==> src/rtl/writeback_unit_pkg.sv <==
// Shared definitions for the writeback unit: data/index widths, load funct3
// encodings and the selected-result payload that feeds the writeback register.
package writeback_unit_pkg;

  localparam int unsigned XLEN     = 32;
  localparam int unsigned REGIDX_W = 5;
  localparam int unsigned NUM_REGS = 32;
  localparam int unsigned FUNCT3_W = 3;

  // Load funct3 encodings (RV32I)
  localparam logic [FUNCT3_W-1:0] LB  = 3'b000;
  localparam logic [FUNCT3_W-1:0] LH  = 3'b001;
  localparam logic [FUNCT3_W-1:0] LW  = 3'b010;
  localparam logic [FUNCT3_W-1:0] LBU = 3'b100;
  localparam logic [FUNCT3_W-1:0] LHU = 3'b101;

  // Result chosen for writeback this cycle
  typedef struct packed {
    logic [REGIDX_W-1:0] rd;
    logic [XLEN-1:0]     data;
  } wb_payload_t;

endpackage

==> src/rtl/writeback_unit_if.sv <==
// Writeback unit bus bundle: decode issue/hazard, ALU and load result offers,
// regfile write port and the busy scoreboard.
//   slave  : writeback unit view
//   master : decode / execute / load-unit / regfile view
interface writeback_unit_if;
  import writeback_unit_pkg::*;

  logic                issue_valid;
  logic [REGIDX_W-1:0] issue_rd;
  logic                issue_hazard;
  logic [REGIDX_W-1:0] src_a;
  logic [REGIDX_W-1:0] src_b;
  logic                hazard_a;
  logic                hazard_b;
  logic                alu_valid;
  logic [REGIDX_W-1:0] alu_rd;
  logic [XLEN-1:0]     alu_result;
  logic                alu_ready;
  logic                ld_valid;
  logic [REGIDX_W-1:0] ld_rd;
  logic [XLEN-1:0]     ld_data;
  logic [FUNCT3_W-1:0] ld_funct3;
  logic [1:0]          ld_addr_lo;
  logic                ld_ready;
  logic [REGIDX_W-1:0] wb_idx;
  logic [XLEN-1:0]     wb_data;
  logic                wb_enable;
  logic [NUM_REGS-1:0] busy;

  modport slave (
    input  issue_valid, issue_rd, src_a, src_b,
    input  alu_valid, alu_rd, alu_result,
    input  ld_valid, ld_rd, ld_data, ld_funct3, ld_addr_lo,
    output issue_hazard, hazard_a, hazard_b, alu_ready, ld_ready,
    output wb_idx, wb_data, wb_enable, busy
  );

  modport master (
    output issue_valid, issue_rd, src_a, src_b,
    output alu_valid, alu_rd, alu_result,
    output ld_valid, ld_rd, ld_data, ld_funct3, ld_addr_lo,
    input  issue_hazard, hazard_a, hazard_b, alu_ready, ld_ready,
    input  wb_idx, wb_data, wb_enable, busy
  );

endinterface

==> src/rtl/writeback_unit_load_align.sv <==
// load_align: combinational load formatting. Picks the byte/halfword addressed
// by addr_lo out of the raw word and sign- or zero-extends it.
//   data      in  raw 32-bit load word
//   funct3    in  load type (LB/LH/LW/LBU/LHU; others give 0)
//   addr_lo   in  low address bits (bit 0 ignored for halfwords)
//   aligned_c out formatted result
module load_align
  import writeback_unit_pkg::*;
(
  input  logic [XLEN-1:0]     data,
  input  logic [FUNCT3_W-1:0] funct3,
  input  logic [1:0]          addr_lo,
  output logic [XLEN-1:0]     aligned_c
);

  logic [7:0]  byte_sel;
  logic [15:0] half_sel;

  always_comb begin
    byte_sel  = data[7:0];
    half_sel  = addr_lo[1] ? data[31:16] : data[15:0];
    aligned_c = '0;
    case (addr_lo)
      2'd0:    byte_sel = data[7:0];
      2'd1:    byte_sel = data[15:8];
      2'd2:    byte_sel = data[23:16];
      default: byte_sel = data[31:24];
    endcase
    case (funct3)
      LB:      aligned_c = {{(XLEN-8){byte_sel[7]}}, byte_sel};
      LBU:     aligned_c = {{(XLEN-8){1'b0}}, byte_sel};
      LH:      aligned_c = {{(XLEN-16){half_sel[15]}}, half_sel};
      LHU:     aligned_c = {{(XLEN-16){1'b0}}, half_sel};
      LW:      aligned_c = data;
      default: aligned_c = '0;
    endcase
  end

endmodule

==> src/rtl/writeback_unit.sv <==
// writeback_unit: arbitrates ALU and load results onto a registered regfile
// write port and keeps the busy scoreboard used by decode for hazards.
//   clock, reset  rising-edge clock, async active-high reset
//   bus (slave)   issue/hazard, ALU and load offers, wb_* write port, busy
module writeback_unit
  import writeback_unit_pkg::*;
(
  input  logic           clock,
  input  logic           reset,
  writeback_unit_if.slave bus
);

  logic [XLEN-1:0]     ld_aligned_c;
  wb_payload_t         sel_c;
  logic                accept_c;
  logic                issue_hazard_c;
  logic [NUM_REGS-1:0] busy_q;
  logic [NUM_REGS-1:0] busy_next_c;
  logic [REGIDX_W-1:0] wb_idx_q;
  logic [XLEN-1:0]     wb_data_q;
  logic                wb_enable_q;

  load_align u_load_align (
    .data      (bus.ld_data),
    .funct3    (bus.ld_funct3),
    .addr_lo   (bus.ld_addr_lo),
    .aligned_c (ld_aligned_c)
  );

  // Hazards look at the current scoreboard only; no bypass from wb_*.
  assign issue_hazard_c = (bus.issue_rd != '0) && busy_q[bus.issue_rd];
  assign bus.issue_hazard = issue_hazard_c;
  assign bus.hazard_a     = (bus.src_a != '0) && busy_q[bus.src_a];
  assign bus.hazard_b     = (bus.src_b != '0) && busy_q[bus.src_b];
  assign bus.alu_ready    = !bus.ld_valid;
  assign bus.ld_ready     = 1'b1;
  assign bus.wb_idx       = wb_idx_q;
  assign bus.wb_data      = wb_data_q;
  assign bus.wb_enable    = wb_enable_q;
  assign bus.busy         = busy_q;

  // Result select (load has priority) and scoreboard next state.
  always_comb begin
    accept_c    = 1'b0;
    sel_c       = '0;
    busy_next_c = busy_q;
    if (bus.ld_valid) begin
      accept_c   = 1'b1;
      sel_c.rd   = bus.ld_rd;
      sel_c.data = ld_aligned_c;
    end else if (bus.alu_valid) begin
      accept_c   = 1'b1;
      sel_c.rd   = bus.alu_rd;
      sel_c.data = bus.alu_result;
    end
    // Clear first so a same-index issue on this edge wins.
    if (wb_enable_q) begin
      busy_next_c[wb_idx_q] = 1'b0;
    end
    if (bus.issue_valid && !issue_hazard_c && (bus.issue_rd != '0)) begin
      busy_next_c[bus.issue_rd] = 1'b1;
    end
    busy_next_c[0] = 1'b0;
  end

  // Writeback register and scoreboard state.
  always_ff @(posedge clock or posedge reset) begin
    if (reset) begin
      wb_enable_q <= 1'b0;
      wb_idx_q    <= '0;
      wb_data_q   <= '0;
      busy_q      <= '0;
    end else begin
      wb_enable_q <= accept_c && (sel_c.rd != '0);
      if (accept_c) begin
        wb_idx_q  <= sel_c.rd;
        wb_data_q <= sel_c.data;
      end
      busy_q <= busy_next_c;
    end
  end

endmodule

==> src/flat_wrapper.sv <==
// flat-port wrapper written by rule: the top's interface ports become plain ports
module writeback_unit_flat import writeback_unit_pkg::*;
  (clock, reset, bus_issue_valid, bus_issue_rd, bus_src_a, bus_src_b, bus_alu_valid, bus_alu_rd, bus_alu_result, bus_ld_valid, bus_ld_rd, bus_ld_data, bus_ld_funct3, bus_ld_addr_lo, bus_issue_hazard, bus_hazard_a, bus_hazard_b, bus_alu_ready, bus_ld_ready, bus_wb_idx, bus_wb_data, bus_wb_enable, bus_busy);
  writeback_unit_if bus_i ();
  input  logic clock;
  input  logic reset;
  input wire logic [$bits(bus_i.issue_valid)-1:0] bus_issue_valid;
  input wire logic [$bits(bus_i.issue_rd)-1:0] bus_issue_rd;
  input wire logic [$bits(bus_i.src_a)-1:0] bus_src_a;
  input wire logic [$bits(bus_i.src_b)-1:0] bus_src_b;
  input wire logic [$bits(bus_i.alu_valid)-1:0] bus_alu_valid;
  input wire logic [$bits(bus_i.alu_rd)-1:0] bus_alu_rd;
  input wire logic [$bits(bus_i.alu_result)-1:0] bus_alu_result;
  input wire logic [$bits(bus_i.ld_valid)-1:0] bus_ld_valid;
  input wire logic [$bits(bus_i.ld_rd)-1:0] bus_ld_rd;
  input wire logic [$bits(bus_i.ld_data)-1:0] bus_ld_data;
  input wire logic [$bits(bus_i.ld_funct3)-1:0] bus_ld_funct3;
  input wire logic [$bits(bus_i.ld_addr_lo)-1:0] bus_ld_addr_lo;
  output wire logic [$bits(bus_i.issue_hazard)-1:0] bus_issue_hazard;
  output wire logic [$bits(bus_i.hazard_a)-1:0] bus_hazard_a;
  output wire logic [$bits(bus_i.hazard_b)-1:0] bus_hazard_b;
  output wire logic [$bits(bus_i.alu_ready)-1:0] bus_alu_ready;
  output wire logic [$bits(bus_i.ld_ready)-1:0] bus_ld_ready;
  output wire logic [$bits(bus_i.wb_idx)-1:0] bus_wb_idx;
  output wire logic [$bits(bus_i.wb_data)-1:0] bus_wb_data;
  output wire logic [$bits(bus_i.wb_enable)-1:0] bus_wb_enable;
  output wire logic [$bits(bus_i.busy)-1:0] bus_busy;
  assign bus_i.issue_valid = bus_issue_valid;
  assign bus_i.issue_rd = bus_issue_rd;
  assign bus_i.src_a = bus_src_a;
  assign bus_i.src_b = bus_src_b;
  assign bus_i.alu_valid = bus_alu_valid;
  assign bus_i.alu_rd = bus_alu_rd;
  assign bus_i.alu_result = bus_alu_result;
  assign bus_i.ld_valid = bus_ld_valid;
  assign bus_i.ld_rd = bus_ld_rd;
  assign bus_i.ld_data = bus_ld_data;
  assign bus_i.ld_funct3 = bus_ld_funct3;
  assign bus_i.ld_addr_lo = bus_ld_addr_lo;
  assign bus_issue_hazard = bus_i.issue_hazard;
  assign bus_hazard_a = bus_i.hazard_a;
  assign bus_hazard_b = bus_i.hazard_b;
  assign bus_alu_ready = bus_i.alu_ready;
  assign bus_ld_ready = bus_i.ld_ready;
  assign bus_wb_idx = bus_i.wb_idx;
  assign bus_wb_data = bus_i.wb_data;
  assign bus_wb_enable = bus_i.wb_enable;
  assign bus_busy = bus_i.busy;
  writeback_unit u_core (.clock(clock), .reset(reset), .bus(bus_i));
endmodule
==> config.mk <==
export PLATFORM = sky130hd
export DESIGN_NAME = writeback_unit_flat
export DESIGN_NICKNAME = d
export VERILOG_FILES = /design/src/rtl/writeback_unit_pkg.sv /design/src/rtl/writeback_unit_if.sv /design/src/rtl/writeback_unit_load_align.sv /design/src/rtl/writeback_unit.sv /design/src/flat_wrapper.sv
export SDC_FILE = /design/constraint.sdc
export NUM_CORES = 1
export LEC_CHECK = 0
export CORE_MARGIN = 10
export CORE_UTILIZATION = 35
export DETAILED_ROUTE_END_ITERATION = 8
export PLACE_DENSITY = 0.63
export SETUP_SLACK_MARGIN = 0.15
export SKIP_LAST_GASP = 1
export SYNTH_ARGS = -nofsm -noshare
export SYNTH_HDL_FRONTEND = slang
export SYNTH_SLANG_ARGS = --single-unit
==> constraint.sdc <==
create_clock -name clock -period 2.5 [get_ports clock]
set_input_delay 0.5 -clock clock [delete_from_list [all_inputs] [get_ports clock]]
set_output_delay 0.5 -clock clock [all_outputs]
set_load 0.01 [all_outputs]
==> impl.org <==
** Setup path
- WS Path Type :: input pin to output pin
- Endpoint arrival time on the critical path :: 2000 ps
- The worst register-to-register path has a depth of 4.
- The most critical setup path has its endpoint at bus_issue_hazard.
- In this run the critical register-to-register path is launched from u_core.bus.busy[31].
- Crit Reg-Reg Endpoint :: u_core.bus.busy[31]
- Start point of the critical path :: bus_issue_rd[2]
- Worst reg-to-reg setup slack :: 710 ps
- The worst setup path is launched from an input pin.
- STA classifies the critical path endpoint as an output pin.
- Of all nets on the critical path, the largest fanout is 3.
- For the worst setup path, the data required time is 2000 ps.

** Logic synthesis
- Synth Area per Inst :: 10.60 sq um
- Counting flops and latches in the post-synthesis netlist gives 69.
- Sequential element share of the synthesized area :: 37.52%
- When the netlist entered floorplanning its net count stood at 533.
- Syn Inst Count :: 434
- Counting flops with a built-in enable in the synthesized netlist gives 0.
- Counting instances in the post-synthesis netlist gives the leading cell types as sky130_fd_sc_hd__dfrtp_1, sky130_fd_sc_hd__mux2i_1, sky130_fd_sc_hd__nand2_1.
- By area the synthesized netlist is led by sky130_fd_sc_hd__dfrtp_1, sky130_fd_sc_hd__mux2i_1, sky130_fd_sc_hd__mux4_2.
- Library cells used by synthesis :: 45
- The mapped netlist covers 0.004602 sq mm.
- Async S/R FF share, synth :: 100.0%
- The largest total area in the synthesized netlist belongs to sky130_fd_sc_hd__dfrtp_1.
- Yosys instantiated no cell more often than sky130_fd_sc_hd__dfrtp_1.
- The share of synthesized area in the top cell type comes to 37.52%.
- For this run, the leading register cell type out of synthesis is sky130_fd_sc_hd__dfrtp_1.
- Count of warnings emitted by yosys :: 0

** Die
- The floorplan step defined a core boundary enclosing 0.01277 sq mm.
- Die boundary height :: 134.7 um
- Number of rows created at floorplan :: 41
- 174 I/O pins were placed.
- Die W :: 134.7 um
- The die covers 0.01813 sq mm.
- Starting utilization of the core area :: 36.03%

** Placed design
- HPWL Detailed :: 14,630 um
- The placed instances occupy a cell area of 0.006860 sq mm.
- The congestion estimate from routability-driven global placement came to 0.8932.
- Count of port buffers added during placement :: 171
- Placed cells :: 806

** Global route
- The number of global-route vias before repair came to 5,250.
- Entering global routing, the biggest net connects 45 pins.
- Initial antenna violation count :: 0
- Across every metal layer, demand over resource in global routing totals 20.25%.
- The first global-routing pass estimated 29,410 um of wire.
- The total overflow left after global routing is 0.

** Layout
- Measured on the finished design, the core utilization comes to 56.19%.
- Storage cell area :: 0.001727 sq mm
- Fin cells :: 827
- Share of post-route cells with drive strength above 1 :: 21.37%
- Signed area change from the synthesized netlist to the final layout :: 55.95%
- Count of nets after finishing :: 750
- Antenna diodes :: 0
- After filler insertion, the fill cell instance count of the layout stands at 1,125.
- Multi-input gate area in the final layout :: 0.002665 sq mm
- Summing all non-filler instances in the final layout gives an area of 0.007177 sq mm.

** STA
- Clock skew on the completed layout was measured at 6.986 ps.
- For the finished layout, the period the worst path requires is 2497 ps.
- Worst relative slew slack :: 61.15%
- Max-slew violations :: 0
- Final worst path period share :: 99.87%
- RSZ-0062 raised after global routing :: yes
- Finish-stage setup viols :: 0
- The count of endpoints failing hold in the final timing report was 0.
- For the pin with the worst max-slew slack, the measured transition is 581.3 ps.
- Timing would allow up to 400.5 MHz.

** Routing
- Antenna Violating Nets Remaining :: 0
- The first TritonRoute pass finished after 8 iterations.
- For this run, design rule violations remaining after detail routing come to 0.
- The highest layer touched by signal routing is met4.
- Summed over all layers, the routed wires come to 18,540 um.
- Dividing the detail-routed wire length by the instance count gives 22.42 um.
- For this block, the initial DRC count from the detailed router was 305.
- Vias per cell :: 5.872
- For this block, wires on met1 add up to 7512 um.
- The detailed router placed 4,856 vias in this run.
- Detail Route met2 WL :: 8651 um
- Met3 routed wirelength :: 1938 um

** Hold path
- The min-delay analysis places its worst path in the category input pin to async pin.

** Clock network
- Level count of the clock H-tree :: 3
- CTS root buffer :: sky130_fd_sc_hd__clkbuf_16
- Clock insertion delay at the later pin of the skew report :: 330 ps
- Clock-pin slew was measured on the worst setup and hold paths at 60 ps.
- Number of buffers on the longest clock path :: 2
- For this design, the sink count on the clock tree is 69.
- Number of hold-repair buffers added at the cts stage :: 0
- Clock tree from TritonCTS :: done
- Number of CTS-inserted buffers :: 9

** Power
- IR analysis of the VDD net gives a maximum drop of 0.2834 mV.
- Power spread over the standard cell area amounts to 730.5 mW/mm^2.
- For this design the static power due to leakage is 2.942 nW.

** Run status
- Status :: completed

** Job
- Maximum Capacitance Violations :: 0
[worst max-delay path: stages]
cell	delay (ps)
sky130_fd_sc_hd__clkdlybuf4s50_1	510
sky130_fd_sc_hd__or3_4	160
sky130_fd_sc_hd__o221ai_1	140
sky130_fd_sc_hd__o21a_1	140
sky130_fd_sc_hd__or3_1	390
sky130_fd_sc_hd__buf_2	160
[layout by cell type (no fill, tap or decap), types with 8 or more instances in the layout]
cell type | Yosys | final
sky130_fd_sc_hd__nand3b_1 | 10 | 10
sky130_fd_sc_hd__o21ai_0 | 34 | 34
sky130_fd_sc_hd__dfrtp_1 | 69 | 69
sky130_fd_sc_hd__o211ai_2 | 10 | 10
sky130_fd_sc_hd__mux4_2 | 18 | 22
sky130_fd_sc_hd__a221oi_1 | 10 | 9
sky130_fd_sc_hd__buf_4 | 3 | 62
sky130_fd_sc_hd__mux2i_1 | 60 | 59
sky130_fd_sc_hd__o211ai_1 | 9 | 9
sky130_fd_sc_hd__nand2_1 | 37 | 37
sky130_fd_sc_hd__o22ai_1 | 17 | 16
sky130_fd_sc_hd__a222oi_1 | 8 | 8
sky130_fd_sc_hd__nor2b_1 | 9 | 8
sky130_fd_sc_hd__clkdlybuf4s50_1 | 0 | 156
sky130_fd_sc_hd__clkbuf_16 | 0 | 9
sky130_fd_sc_hd__nor2_1 | 8 | 8
sky130_fd_sc_hd__o21ai_1 | 30 | 30
[what timing repair did]
item	4_1_cts	5_1_grt
pin swaps	0	4
endpoints found under the hold margin	0	0
gates cloned	1	0
setup buffers	3	2
setup endpoints to repair	3	3
resized for setup	42	7
[cell type report]
class	count	area share [%]
clock buffers	11	3.382
clock inverters	4	0.3487
inverters	4	0.2092
multi-input cells	324	37.13
flip-flops and latches	69	24.06
well taps	172	2.999
repair buffers	243	31.87
[worst min-delay path by stage]
| stage | slack, ps | cells after the start | start | end |
|---|---|---|---|---|
| after floorplan | 570 | 2 | u_core.bus.busy[10] | u_core.bus.busy[10] |
| after global placement | 510 | 2 | u_core.bus.busy[5] | u_core.bus.busy[5] |
| after detailed placement | 540 | 2 | u_core.bus.busy[5] | u_core.bus.busy[5] |
| after CTS | 500 | 2 | reset | u_core.bus.wb_data[6] |
| after global routing | 530 | 2 | reset | u_core.bus.wb_data[8] |
| final | 490 | 2 | reset | u_core.bus.wb_data[31] |
[sequential cells by signal, indices dropped and copies added (netlist names)]
register              count
u_core.bus.busy          31
u_core.bus.wb_data       32
u_core.bus.wb_enable      1
u_core.bus.wb_idx         5
[layer usage]
layer,global-route usage [%],vias up
li1,-,2128
met5,0,-
met3,7.122,34
met1,24.60,2414
met2,32.66,280
met4,6.651,0
[metrics by stage]
| stage | power [mW] | setup WS, ps | hold WS (ps) | setup TNS [ps] |
|---|---|---|---|---|
| after floorplan | 2.623 | 257.3 | 572.9 | 0 |
| after global placement | 3.987 | -857.6 | 514.0 | -2132 |
| after detailed placement | 4.047 | -878.1 | 538.1 | -2416 |
| after CTS | 5.220 | 14.53 | 496.5 | 0 |
| after global routing | 5.507 | -38.27 | 532.9 | -38.27 |
| final | 5.243 | 3.218 | 489.0 | 0 |
[where the power goes]
part / internal (mW) / switching [mW] / leakage, nW
Clock: 0.689 / 0.467 / 0.127
Sequential: 1.39 / 0.263 / 0.841
Combinational: 1.37 / 1.07 / 1.97
[cell families (layout without fill, tap and decap cells)]
logic type / count (synthesis) / count (layout) / share of synthesized area (%)
AOI/OAI and AO/OA: 135 / 135 / 19.90
muxes: 87 / 87 / 25.37
other: 2 / 2 / 0.1632
DFF: 69 / 69 / 37.52
and+or+nand+nor: 100 / 100 / 12.29
buffers and inverters: 41 / 262 / 4.758
Note: power is estimated with default switching activity, not from simulation.
